===== src/rtl/axi_lite_pkg.sv =====
`default_nettype none
// ============================================================================
// Module      : axi_lite_pkg
// Description : Shared types for the AXI-Lite write responder: the B channel
//               response codes, the write-path state encoding and a helper
//               that turns the decode/error outcome into a response code.
// Revision    : 1.0 - initial release
// ============================================================================
package axi_lite_pkg;

    typedef enum logic [1:0] {
        OKAY   = 2'b00,
        EXOKAY = 2'b01,
        SLVERR = 2'b10,
        DECERR = 2'b11
    } axi_resp_t;

    typedef enum logic [1:0] {
        COLLECT = 2'd0,
        WRITE   = 2'd1,
        RESP    = 2'd2
    } wr_state_t;

    // Decode miss wins over a register-side error: an unmapped address never
    // reaches the register bank, so its error input is meaningless there.
    function automatic axi_resp_t write_resp(input logic in_range, input logic werr);
        if (!in_range) begin
            return DECERR;
        end
        return werr ? SLVERR : OKAY;
    endfunction

endpackage
`default_nettype wire


===== src/rtl/axi_lite_write_channel.sv =====
`default_nettype none
// ============================================================================
// Module      : axi_lite_write_channel
// Description : AXI-Lite write bus bundle (AW, W and B channels).
//   master modport : drives awvalid/awaddr/awprot, wvalid/wdata/wstrb, bready
//   slave  modport : drives awready, wready, bvalid, bresp
// Revision    : 1.0 - initial release
// ============================================================================
interface axi_lite_write_channel #(
    parameter int ADDR_WIDTH = 12,
    parameter int DATA_WIDTH = 32
);
    logic                    awvalid;
    logic                    awready;
    logic [ADDR_WIDTH-1:0]   awaddr;
    logic [2:0]              awprot;
    logic                    wvalid;
    logic                    wready;
    logic [DATA_WIDTH-1:0]   wdata;
    logic [DATA_WIDTH/8-1:0] wstrb;
    logic                    bvalid;
    logic                    bready;
    logic [1:0]              bresp;

    modport master (
        output awvalid, awaddr, awprot, wvalid, wdata, wstrb, bready,
        input  awready, wready, bvalid, bresp
    );

    modport slave (
        input  awvalid, awaddr, awprot, wvalid, wdata, wstrb, bready,
        output awready, wready, bvalid, bresp
    );
endinterface
`default_nettype wire


===== src/rtl/axi_lite_hold_slot.sv =====
`default_nettype none
// ============================================================================
// Module      : axi_lite_hold_slot
// Description : One-entry holding register with a full flag.
//   clock, reset : clock and synchronous active-high reset
//   load         : capture din and mark full
//   clear        : mark empty (payload is kept, it is simply no longer valid)
//   din / dout   : payload in / held payload
//   full         : payload is valid
// Revision    : 1.0 - initial release
// ============================================================================
module axi_lite_hold_slot #(
    parameter int WIDTH = 8
) (
    input  wire logic             clock,
    input  wire logic             reset,
    input  wire logic             load,
    input  wire logic             clear,
    input  wire logic [WIDTH-1:0] din,
    output logic      [WIDTH-1:0] dout,
    output logic                  full
);
    logic [WIDTH-1:0] r_data;
    logic             r_full;

    // load and clear are never requested together by the write FSM; load is
    // given priority so a stray overlap can never lose a captured beat.
    always_ff @(posedge clock) begin
        if (reset) begin
            r_data <= '0;
            r_full <= 1'b0;
        end else if (load) begin
            r_data <= din;
            r_full <= 1'b1;
        end else if (clear) begin
            r_full <= 1'b0;
        end
    end

    assign dout = r_data;
    assign full = r_full;
endmodule
`default_nettype wire


===== src/rtl/axi_lite_write_slave.sv =====
`default_nettype none
// ============================================================================
// Module      : axi_lite_write_slave
// Description : AXI-Lite write responder. Collects AW and W independently (in
//               either order), performs one single-cycle register write and
//               returns the B response.
//   clock, reset        : clock and synchronous active-high reset
//   bus (slave modport) : AW / W / B channels
//   reg_wen             : one-cycle register write enable
//   reg_widx            : register index
//   reg_wdata/reg_wstrb : register write data and byte enables
//   reg_werr            : register-side error, sampled with reg_wen
// Revision    : 1.0 - initial release
// ============================================================================
module axi_lite_write_slave
    import axi_lite_pkg::*;
#(
    parameter  int AXI_WDATA_WIDTH = 32,
    parameter  int AXI_ADDR_WIDTH  = 12,
    parameter  int NUM_REGS        = 16,
    localparam int C_STRB_W        = AXI_WDATA_WIDTH / 8,
    localparam int C_IDX_W         = (NUM_REGS > 1) ? $clog2(NUM_REGS) : 1
) (
    input  wire logic                       clock,
    input  wire logic                       reset,
    axi_lite_write_channel.slave            bus,
    output logic                            reg_wen,
    output logic [C_IDX_W-1:0]              reg_widx,
    output logic [AXI_WDATA_WIDTH-1:0]      reg_wdata,
    output logic [C_STRB_W-1:0]             reg_wstrb,
    input  wire logic                       reg_werr
);
    localparam int C_ALIGN      = $clog2(C_STRB_W);
    localparam int C_FULL_IDX_W = AXI_ADDR_WIDTH - C_ALIGN;
    localparam int C_WPAY_W     = AXI_WDATA_WIDTH + C_STRB_W;

    wr_state_t                  r_state;
    wr_state_t                  w_state_next;
    axi_resp_t                  r_bresp;

    logic                       w_aw_hs;
    logic                       w_w_hs;
    logic                       w_aw_full;
    logic                       w_w_full;
    logic                       w_in_write;
    logic                       w_write_en;
    logic                       w_idx_ok;
    logic [C_FULL_IDX_W-1:0]    w_idx;
    logic [C_WPAY_W-1:0]        w_wpayload;
    logic                       w_unused_ok;

    // Readies come only from registered state (plus reset), so there is no
    // combinational path from valid to ready.
    assign bus.awready = !w_aw_full && (r_state == COLLECT) && !reset;
    assign bus.wready  = !w_w_full  && (r_state == COLLECT) && !reset;
    assign w_aw_hs     = bus.awvalid && bus.awready;
    assign w_w_hs      = bus.wvalid  && bus.wready;
    assign w_in_write  = (r_state == WRITE);

    // Only the word index is kept; byte-offset bits carry no meaning here.
    axi_lite_hold_slot #(
        .WIDTH (C_FULL_IDX_W)
    ) u_aw_slot (
        .clock (clock),
        .reset (reset),
        .load  (w_aw_hs),
        .clear (w_in_write),
        .din   (bus.awaddr[AXI_ADDR_WIDTH-1:C_ALIGN]),
        .dout  (w_idx),
        .full  (w_aw_full)
    );

    axi_lite_hold_slot #(
        .WIDTH (C_WPAY_W)
    ) u_w_slot (
        .clock (clock),
        .reset (reset),
        .load  (w_w_hs),
        .clear (w_in_write),
        .din   ({bus.wdata, bus.wstrb}),
        .dout  (w_wpayload),
        .full  (w_w_full)
    );

    // Extra leading zero lets NUM_REGS == 2**C_FULL_IDX_W compare correctly.
    assign w_idx_ok = ({1'b0, w_idx} < (C_FULL_IDX_W + 1)'(NUM_REGS));

    always_ff @(posedge clock) begin
        if (reset) begin
            r_state <= COLLECT;
        end else begin
            r_state <= w_state_next;
        end
    end

    always_comb begin
        w_state_next = r_state;
        w_write_en   = 1'b0;
        case (r_state)
            COLLECT: begin
                // A beat arriving this cycle counts as already held.
                if ((w_aw_full || w_aw_hs) && (w_w_full || w_w_hs)) begin
                    w_state_next = WRITE;
                end
            end
            WRITE: begin
                w_write_en   = w_idx_ok;
                w_state_next = RESP;
            end
            RESP: begin
                if (bus.bready) begin
                    w_state_next = COLLECT;
                end
            end
            default: begin
                w_state_next = COLLECT;
            end
        endcase
    end

    always_ff @(posedge clock) begin
        if (reset) begin
            r_bresp <= OKAY;
        end else if (w_in_write) begin
            r_bresp <= write_resp(w_idx_ok, reg_werr);
        end
    end

    assign bus.bvalid = (r_state == RESP) && !reset;
    assign bus.bresp  = r_bresp;

    assign reg_wen   = w_write_en && !reset;
    assign reg_widx  = w_idx[C_IDX_W-1:0];
    assign reg_wdata = w_wpayload[C_WPAY_W-1:C_STRB_W];
    assign reg_wstrb = w_wpayload[C_STRB_W-1:0];

    // awprot and the byte-offset address bits are deliberately ignored.
    assign w_unused_ok = ^{bus.awprot, bus.awaddr[C_ALIGN-1:0]};
endmodule
`default_nettype wire


===== src/flat_wrapper.sv =====
// flat-port wrapper written by rule: the top's interface ports become plain ports
module axi_lite_write_slave_flat import axi_lite_pkg::*;
#(
    parameter  int AXI_WDATA_WIDTH = 32,
    parameter  int AXI_ADDR_WIDTH  = 12,
    parameter  int NUM_REGS        = 16,
    localparam int C_STRB_W        = AXI_WDATA_WIDTH / 8,
    localparam int C_IDX_W         = (NUM_REGS > 1) ? $clog2(NUM_REGS) : 1
)
  (clock, reset, reg_wen, reg_widx, reg_wdata, reg_wstrb, reg_werr, bus_awvalid, bus_awaddr, bus_awprot, bus_wvalid, bus_wdata, bus_wstrb, bus_bready, bus_awready, bus_wready, bus_bvalid, bus_bresp);
  axi_lite_write_channel #(.ADDR_WIDTH(12), .DATA_WIDTH(32)) bus_i ();
  input  wire logic clock;
  input  wire logic reset;
  output logic reg_wen;
  output logic [C_IDX_W-1:0] reg_widx;
  output logic [AXI_WDATA_WIDTH-1:0] reg_wdata;
  output logic [C_STRB_W-1:0] reg_wstrb;
  input  wire logic reg_werr;
  input wire logic [$bits(bus_i.awvalid)-1:0] bus_awvalid;
  input wire logic [$bits(bus_i.awaddr)-1:0] bus_awaddr;
  input wire logic [$bits(bus_i.awprot)-1:0] bus_awprot;
  input wire logic [$bits(bus_i.wvalid)-1:0] bus_wvalid;
  input wire logic [$bits(bus_i.wdata)-1:0] bus_wdata;
  input wire logic [$bits(bus_i.wstrb)-1:0] bus_wstrb;
  input wire logic [$bits(bus_i.bready)-1:0] bus_bready;
  output wire logic [$bits(bus_i.awready)-1:0] bus_awready;
  output wire logic [$bits(bus_i.wready)-1:0] bus_wready;
  output wire logic [$bits(bus_i.bvalid)-1:0] bus_bvalid;
  output wire logic [$bits(bus_i.bresp)-1:0] bus_bresp;
  assign bus_i.awvalid = bus_awvalid;
  assign bus_i.awaddr = bus_awaddr;
  assign bus_i.awprot = bus_awprot;
  assign bus_i.wvalid = bus_wvalid;
  assign bus_i.wdata = bus_wdata;
  assign bus_i.wstrb = bus_wstrb;
  assign bus_i.bready = bus_bready;
  assign bus_awready = bus_i.awready;
  assign bus_wready = bus_i.wready;
  assign bus_bvalid = bus_i.bvalid;
  assign bus_bresp = bus_i.bresp;
  axi_lite_write_slave #(.AXI_WDATA_WIDTH(AXI_WDATA_WIDTH), .AXI_ADDR_WIDTH(AXI_ADDR_WIDTH), .NUM_REGS(NUM_REGS)) u_core (.clock(clock), .reset(reset), .bus(bus_i), .reg_wen(reg_wen), .reg_widx(reg_widx), .reg_wdata(reg_wdata), .reg_wstrb(reg_wstrb), .reg_werr(reg_werr));
endmodule

===== config.mk =====
export PLATFORM = sky130hd
export DESIGN_NAME = axi_lite_write_slave_flat
export DESIGN_NICKNAME = d
export VERILOG_FILES = /design/src/rtl/axi_lite_pkg.sv /design/src/rtl/axi_lite_write_channel.sv /design/src/rtl/axi_lite_hold_slot.sv /design/src/rtl/axi_lite_write_slave.sv /design/src/flat_wrapper.sv
export SDC_FILE = /design/constraint.sdc
export NUM_CORES = 1
export LEC_CHECK = 0
export CORE_UTILIZATION = 39
export DETAILED_ROUTE_END_ITERATION = 6
export HOLD_SLACK_MARGIN = 0.12
export PLACE_DENSITY = 0.8
export SETUP_SLACK_MARGIN = 0.5
export SLEW_MARGIN = 20
export SYNTH_ARGS = -nofsm -noshare
export SYNTH_HDL_FRONTEND = slang
export SYNTH_HIERARCHICAL = 1
export SYNTH_SLANG_ARGS = --single-unit
export TNS_END_PERCENT = 1

===== constraint.sdc =====
create_clock -name clock -period 1.9 [get_ports clock]
set_clock_uncertainty 0.15 [all_clocks]
set_input_delay 0.475 -clock clock [delete_from_list [all_inputs] [get_ports clock]]
set_output_delay 0.475 -clock clock [all_outputs]
set_load 0.03 [all_outputs]

Word level (Yosys, flattened, before mapping)
Index checks and enable logic that the tools add are counted.

operators by class
  add/sub/neg operators = 0
  $mul = 0
  divide/modulo/power cells = 0
  $lt $le $gt $ge = 1
  equal/unequal tests = 4
  shift-type cells = 0
  multiplexer cells = 13
  bitwise logic cells = 0
  reduce and logical (&&, ||, !) cells = 18

operators with widths
  cell                                                                            number
  10-bit by 5-bit less-than comparator with 1-bit output (second input constant)  1
  2-bit 2-to-1 mux                                                                5
  1-bit logical AND                                                               9
  1-bit 2-to-1 mux                                                                7
  2-bit case mux with 3 select lines                                              1
  2-bit inequality test (second input constant)                                   2
  2-bit nonzero test                                                              2
  1-bit logical NOT                                                               3
  2-bit by 1-bit == test with 1-bit output (second input constant)                1
  2-bit == test (second input constant)                                           1
  2-bit logical NOT                                                               1
  1-bit logical OR                                                                2
  2-bit AND reduction                                                             1

storage, ports and cells
  register bits = 52
  bits in latches = 0
  bits in writable memories = 0
  ROM bits = 0
  input port bits = 57
  output and inout port bits = 46
  logic and storage cells = 42
  memories kept = 0

Logic depth before layout (Yosys ltp)
Gate-level depths: netlist (run 1).

  depth in word-level cells = 8
  depth in mapped cells = 7
  gate-level depth less buffers = 5

Hierarchy
The synthesis (run 1) kept the hierarchy.

modules (own cells, without submodules)
  module                                  times used  cells an instance  area each (um^2)  sequential area each (um^2)
  axi_lite_hold_slot at u_core.u_w_slot   1           120                1341.3            740.7
  axi_lite_hold_slot at u_core.u_aw_slot  1           36                 389.1             220.2
  axi_lite_write_slave                    1           25                 210.2             80.1

Worst setup path after synthesis (run 1)
Ideal clock, no wire load.

  path type = input to register
  from = in reset
  to = reg u_core.u_w_slot.r_data[13] (netlist: u_core/u_w_slot/dout[13])
  setup time = 128 ps
  data arrival time = 2005 ps
  required time = 1622 ps
  path slack = -383 ps
  stages = 7
  path buffers = 2
  cells stage by stage = or3_1 nor2_1 and2_1 buf_6 buf_12 mux2i_1 nor2_1

between the ends
  cells in the longest elaborated chain, start to end = 3

ends and longest elaborated chain
  item                    line                        text
  start: declaration      flat_wrapper.sv:13          input wire logic reset;
  1-bit logical NOT       axi_lite_write_slave.sv:55  assign bus.wready = !w_w_full && (r_state == COLLECT) && !reset;
  1-bit logical AND       axi_lite_write_slave.sv:55
  net bus_wready          flat_wrapper.sv:27          output wire logic [$bits(bus_i.wready)-1:0] bus_wready;
  1-bit logical AND       axi_lite_write_slave.sv:57  assign w_w_hs = bus.wvalid && bus.wready;
  net u_core.w_w_hs       axi_lite_write_slave.sv:42  logic w_w_hs;
  end signal: assignment  axi_lite_hold_slot.sv:33    r_data <= din;
  end: declaration        axi_lite_hold_slot.sv:23    logic [WIDTH-1:0] r_data;

The timed path passes the listed nets, and every way through them passes these cells.
A chain may end at the register's enable or synchronous reset.

Worst setup path in the final report (run 1)
  from = reg u_core.u_aw_slot.r_data[7] (netlist: u_core/u_aw_slot/dout[7])
  to = out reg_wen

between the ends
  cells in the longest elaborated chain, start to end = 3

ends and longest elaborated chain
  item                                                    line                         text
  start: declaration                                      axi_lite_hold_slot.sv:23
  start signal: assignment                                axi_lite_hold_slot.sv:33
  10-bit by 5-bit less-than comparator with 1-bit output  axi_lite_write_slave.sv:86   assign w_idx_ok = ({1'b0, w_idx} < (C_FULL_IDX_W + 1)'(NUM_REGS));
  1-bit 2-to-1 mux                                        axi_lite_write_slave.sv:99   case (r_state)
  1-bit logical AND                                       axi_lite_write_slave.sv:132  assign reg_wen = w_write_en && !reset;
  end: declaration                                        flat_wrapper.sv:14           output logic reg_wen;

No other way between the ends.

==> run metrics, run 1 <==
synthesized area=0.00194 mm^2; Worst Setup SP=u_core/u_aw_slot/dout[7]; CTS root buffer=clkbuf_8; die area=0.00526 mm^2; relative slew slack=64.7%; worst-path maximum fanout=2; Switch Pwr=650 uW; Syn Area/Cell=10.7 um^2; asr flop ratio synth=0%; Worst Path Arrival=1610 ps; Pwr Density=741 mW/mm^2; Worst-Skew Late Latency=300 ps; Mapped Cells=181; H-tree Lvls=2; Starting Density=40.8%; Logic pwr share=24.8%; crit path capture type=output port; top_reg_cell synth=dfxtp_1; R2R Setup Slk=110 ps; Die Y=72.5 um; I/O Buffers=97; routed vias/inst=4.53; FF+latch count, synth=52; worst slew pin tran=530 ps; sequential-to-total area share from yosys stat=53.6%; metal2 WL=2.11 mm; Fin Setup TNS=-447 ps; Final Util=67.8%; Initial DRC Count=39; Horiz. Die Dim=72.5 um; kind of critical path=register to output port; status=complete, but fails checks; Hold Fails Final Rpt=0; Reg-to-Reg Start=u_core/r_state[0]; # rows=25; clk sinks=52; Routed WL=4.41 mm; maxcap violations=0; end of the critical path=reg_wen; cell internal pwr=1740 uW; Worst Hold Margin=349 ps; CP Launch Type=register; fin crit period=2240 ps; pin count of the biggest net entering global routing=52; Layout area overhead=66.0%; worst hold path class=register to register; number of flops mapped to enable cells by yosys=0; # IOs=103; leakage=0.00130 uW; Met3 Wirelength=420 um; Metal-1 WL=1.82 mm; highest metal layer with signal wires=met4; first-pass GRT wire length=6.98 mm; clock buffer depth=2; drt wl/cell=12.6 um; clock slew seen by the registers of the worst setup and hold paths=80 ps; Reg2Reg Capture Point=u_core/u_w_slot/dout[16]; sequential share of power=50.6%; failing checks=setup timing; ANT cells=0; CTS tree=built; Worst Reg-to-Reg Cells=6; clock power share=24.5%; drt first pass iters=4; layout cells sized above 1=41.3%; syn nets=238; Synth cell types=21; gpl congestion=0.642; Final Slew Violations=0; Tcrit/Tclk final=118%; setup repair bufs after CTS=0; total power=2390 uW; RSZ-0062 raised after global routing=yes; sw frac=27.2%; post-detail-place hpwl=3.11 mm; number of nets in the final layout=340; DRC viols=0; vias=1586; total global routing overflow=0; peak supply drop=438 uV; GRT Total Usage=17.2%; Synth warnings=6; Crit path required time=1270 ps; antenna violations before repair=0; Core Footprint=0.00475 mm^2; vias in the first global route=1586; Max Fclk=447 MHz; total CTS buffers=5; worst setup margin=-339 ps; post-route ant nets=0; Setup violations, final=3; Setup WS pre-CTS=-87.1 ps
-- power groups by stage --
stage	combinational, uW	sequential, uW	clock, uW
finish	593	1210	585
CTS	591	1210	613
global route	633	1220	645
global placement	560	1210	0
floorplan	222	1310	0
detailed placement	567	1210	0
-- layer usage --
layer  GRT usage (%)  vias to the layer above
met5               0                        -
met4            5.88                        0
met3            7.22                        7
met2            29.2                       58
met1            19.4                      718
li1                -                      803
-- synth_stat cells, types with 2 or more instances --
master     n  share of area, %
nor2_1    53                10
buf_12     3               3.1
nand2b_1   2              0.64
inv_1      3              0.58
buf_2      4               1.0
a21oi_1    3              0.77
mux2i_1   46                24
and2_1     2              0.64
dfxtp_1   52                54
buf_6      2               1.2
-- layout make-up --
type	instances	area, um^2
Clock buffer	6	72.6
Clock inverter	1	5.00
Fill cell	399	1530
Inverter	3	16.3
Multi-Input combinational cell	115	815
Sequential cell	52	1100
Tap cell	67	83.8
Timing Repair Buffer	106	1130
-- flip-flops by register name, indices dropped and copies added (netlist names) --
register,cells
u_core/u_aw_slot/dout,10
u_core/bus.bresp,2
u_core/u_w_slot/dout,36
u_core/u_aw_slot/full,1
u_core/u_w_slot/full,1
u_core/r_state,2
-- worst max-delay path: stages, from the launching register on --
cell     delay (ps)
dfxtp_2         330
or4_4           540
nor3_4          130
and3b_1         190
buf_6           130
-- cells in the final DEF (no fill, tap or decap), drive strengths merged --
master | netlist | final
or3 | 1 | 1
nor2 | 53 | 53
a311oi | 1 | 1
and2 | 2 | 2
dfxtp | 52 | 52
clkinv | 0 | 2
clkdlybuf4s50 | 0 | 50
a21oi | 3 | 3
inv | 3 | 2
buf | 10 | 56
mux2i | 46 | 46
a211oi | 1 | 1
o22ai | 1 | 1
nand2b | 2 | 2
or4 | 1 | 1
clkbuf | 1 | 6
nor3b | 1 | 1
nor3 | 1 | 1
nor2b | 1 | 1
and3b | 1 | 1
-- how the worst min path moves through the flow --
| stage | from | to | depth (start not counted) |
|---|---|---|---|
| 3_3_place_gp | u_core/u_w_slot/dout[7] | u_core/u_w_slot/dout[7] | 2 |
| 6_report | u_core/u_w_slot/dout[21] | u_core/u_w_slot/dout[21] | 2 |
| 4_1_cts | reset | u_core/r_state[0] | 3 |
| 2_1_floorplan | u_core/u_aw_slot/dout[7] | u_core/u_aw_slot/dout[7] | 2 |
| 3_5_place_dp | u_core/u_aw_slot/dout[0] | u_core/u_aw_slot/dout[0] | 2 |
| 5_1_grt | reset | u_core/r_state[0] | 3 |
-- stage by stage --
stage          instances  cell area, um^2
2_1_floorplan        181             1970
3_3_place_gp         343             2990
3_5_place_dp         343             2990
4_1_cts              350             3200
5_1_grt              350             3220
6_report             350             3220
-- kinds of logic (layout without fill, tap and decap cells) --
| group | count (synthesis) | count (layout) | share of synthesized area (%) |
|---|---|---|---|
| muxes | 46 | 46 | 23.7 |
| AOI/OAI and AO/OA | 6 | 6 | 1.93 |
| DFF | 52 | 52 | 53.6 |
| and+or+nand+nor | 63 | 63 | 14.4 |
| buffers and inverters | 14 | 116 | 6.25 |
-- what timing repair did --
action | in CTS | in global routing
pin swaps | 5 | 1
resized for setup | 345 | 6
hold buffers | 0 | 0
endpoints found under the hold margin | 0 | 0
gates cloned | 0 | 0
setup endpoints to repair | 96 | 96
Note: power is estimated with default switching activity, not from simulation.
==> run 2, diff against run 1 <==
--- a/config.mk
+++ b/config.mk
@@ -5,7 +5,8 @@
 export SDC_FILE = /design/constraint.sdc
 export NUM_CORES = 1
 export LEC_CHECK = 0
-export CORE_UTILIZATION = 39
+export CORE_MARGIN = 5
+export CORE_UTILIZATION = 40
 export DETAILED_ROUTE_END_ITERATION = 6
 export HOLD_SLACK_MARGIN = 0.12
 export PLACE_DENSITY = 0.8
@@ -13,6 +14,5 @@
 export SLEW_MARGIN = 20
 export SYNTH_ARGS = -nofsm -noshare
 export SYNTH_HDL_FRONTEND = slang
-export SYNTH_HIERARCHICAL = 1
 export SYNTH_SLANG_ARGS = --single-unit
 export TNS_END_PERCENT = 1
==> run metrics, run 2 <==
Pwr Density=743 mW/mm^2 (+0.37%); RSZ-0062 raised after global routing=yes; Hold Fails Final Rpt=0 (unchanged); failing checks=setup timing; hold path startpoint=u_core.u_w_slot.dout[0]; maxcap violations=0 (unchanged); Worst-Skew Late Latency=300 ps (about the same); peak supply drop=525 uV (+20%); CP Launch Type=register; vias=2142 (+35%); Final Util=65.7% (-2.1 points); worst hold path class=register to register; number of nets in the final layout=393 (+16%); Worst Hold Margin=322 ps (-26.5 ps); Die Y=81.9 um (+13%); Setup violations, final=3 (unchanged); drt wl/cell=14.7 um (+17%); total global routing overflow=0 (unchanged); Hold Path Stages=2 (unchanged); clock buffer depth=2 (unchanged); most common cell in the netlist=dfxtp_1; Layout area overhead=61.4%; Core Footprint=0.00507 mm^2 (+6.7%); number of flops mapped to enable cells by yosys=0 (unchanged); Worst Path Arrival=1630 ps (+20 ps); post-synth top area cell=dfxtp_1; FF+latch count, synth=52 (unchanged); Commonest cells post-synth=dfxtp_1, a21oi_1, nand3_1; Reg2Reg Capture Point=u_core.u_w_slot.dout[12]; ANT cells=0 (unchanged); Routed WL=6.00 mm (+36%); Syn Area/Cell=8.36 um^2 (-22%); GRT Total Usage=17.8% (+0.62 points); fin crit period=2250 ps (+10.6 ps); Synth warnings=0 (-6); worst-path maximum fanout=2 (unchanged); leading cell type in the layout, fill and taps excluded=clkdlybuf4s50_1; sequential-to-total area share from yosys stat=50.4% (-3.2 points); Max Fclk=444 MHz (-0.47%); hold endpoint=u_core.u_w_slot.dout[0]; clk sinks=52 (unchanged); CTS root buffer=clkbuf_8; layout cells sized above 1=35.6% (-5.7 points); Largest register FFs=36 (unchanged); Synth cell types=25 (+19%); pin count of the biggest net entering global routing=48 (-7.7%); routed vias/inst=5.26 (+16%); status=complete, but fails checks; clock slew seen by the registers of the worst setup and hold paths=80 ps (about the same); worst slew pin tran=448 ps (-81.7 ps); worst setup margin=-350 ps (-10.6 ps); antenna violations before repair=0 (unchanged); total CTS buffers=5 (unchanged); Multi-input gate area=891 um^2 (+9.4%); H-tree Lvls=2 (unchanged); Horiz. Die Dim=81.9 um (+13%); CTS tree=built; Initial DRC Count=115 (+190%); area share of the largest cell type after synthesis=50.4% (-3.2 points); crit path capture type=output port; synthesized area=0.00207 mm^2 (+6.4%); top post-synthesis cells by area=dfxtp_1, a21oi_1, nand3_1, o21ai_0, clkbuf_1; asr flop ratio synth=0% (unchanged); Mapped Cells=247 (+36%); syn nets=304 (+28%); post-route ant nets=0 (unchanged); die area=0.00670 mm^2 (+27%); post-detail-place hpwl=4.10 mm (+32%); Final Slew Violations=0 (unchanged); vias in the first global route=1991 (+26%); Crit path required time=1270 ps (about the same); first-pass GRT wire length=9.13 mm (+31%); relative slew slack=70.1% (+5.4 points); I/O Buffers=97 (unchanged); gpl congestion=0.717 (+12%); top_reg_cell synth=dfxtp_1; DRC viols=0 (unchanged); R2R Setup Slk=210 ps (+100 ps); Worst Reg-to-Reg Cells=4 (-2); commonest non-fill, non-tap cells in the layout=clkdlybuf4s50_1, a21oi_1, nand3_1; # rows=26 (+4.0%); Tcrit/Tclk final=118% (+0.56 points); # IOs=103 (unchanged); kind of critical path=register to output port; leakage=0.00124 uW (-4.6%); # fillers=452 (+13%); Reg-to-Reg Start=u_core.r_state[0]; Starting Density=40.7% (-0.11 points); Register Area=0.00110 mm^2 (-0.11%); drt first pass iters=4 (unchanged)
run 2: cell count changes after synthesis, moves of 3 or more:
cell and delta:
a21oi_1 +46, mux2i_1 -46, nand3_1 +46, nor2_1 -46, o21ai_0 +39, clkbuf_1 +14
o21ai_1 +6, buf_4 +4, buf_12 -3, nor3_1 +3
run 2: metal layers:
layer,wire length [um],track usage (%)
met3,604,7.24
met5,0,0
met4,99,6.64
met1,2340,19.8
met2,2960,30.4
run 2: worst max-delay path by stage:
| stage | from | cells past startpoint | end |
|---|---|---|---|
| after floorplan | reset | 5 | bus_awready |
| after global routing | u_core.u_aw_slot.dout[5] | 4 | reg_wen |
| after global placement | u_core.u_aw_slot.dout[5] | 4 | reg_wen |
| final | u_core.u_aw_slot.dout[5] | 4 | reg_wen |
| after detailed placement | bus_wvalid | 5 | u_core.u_w_slot.dout[23] |
| after CTS | u_core.u_aw_slot.dout[5] | 4 | reg_wen |
run 2: through the flow:
step	TNS, ps	setup slack [ps]	cell area (um^2)	total power, uW	std cells
global route	-559	-433	3330	2610	407
finish	-391	-350	3330	2480	407
CTS	-439	-372	3330	2510	407
detailed placement	-1010	-65.5	3120	1830	399
floorplan	-245	-105	2090	1540	247
global placement	-240	-48.0	3120	1830	399
run 2: report_power, final:
group / internal (uW) / switching (uW)
Combinational: 305 / 337
Sequential: 1160 / 46.2
Clock: 298 / 333
Total: 1760 / 716
run 2: kinds of logic after synthesis:
kind of cell           synth area share, %
flip-flops                            50.4
AO/OA/AOI/OAI                         24.3
buffers and inverters                 8.06
AND/OR/NAND/NOR                       17.3
run 2: worst max-delay path: stages, from the launching register on:
cell and delay (ps):
dfxtp_1 320, or4_4 540, nor3_4 140, and3b_1 200, buf_6 130
run 2: area by class of cell:
class                      count  share of cell area, %
timing repair buffer         111                   34.9
sequential                    52                   32.9
multi-input combinational    164                   26.7
clock buffer                   8                   2.70
tap                           70                   2.63
inverter                       2                  0.225
run 2: repair_timing:
action / CTS / global route
gates resized for setup: 343 / 2
endpoints found under the setup margin: 95 / 95
pin swaps: 1 / 0
endpoints found under the hold margin: 0 / 0
buffers inserted: 0 / 0
hold buffers: 0 / 0
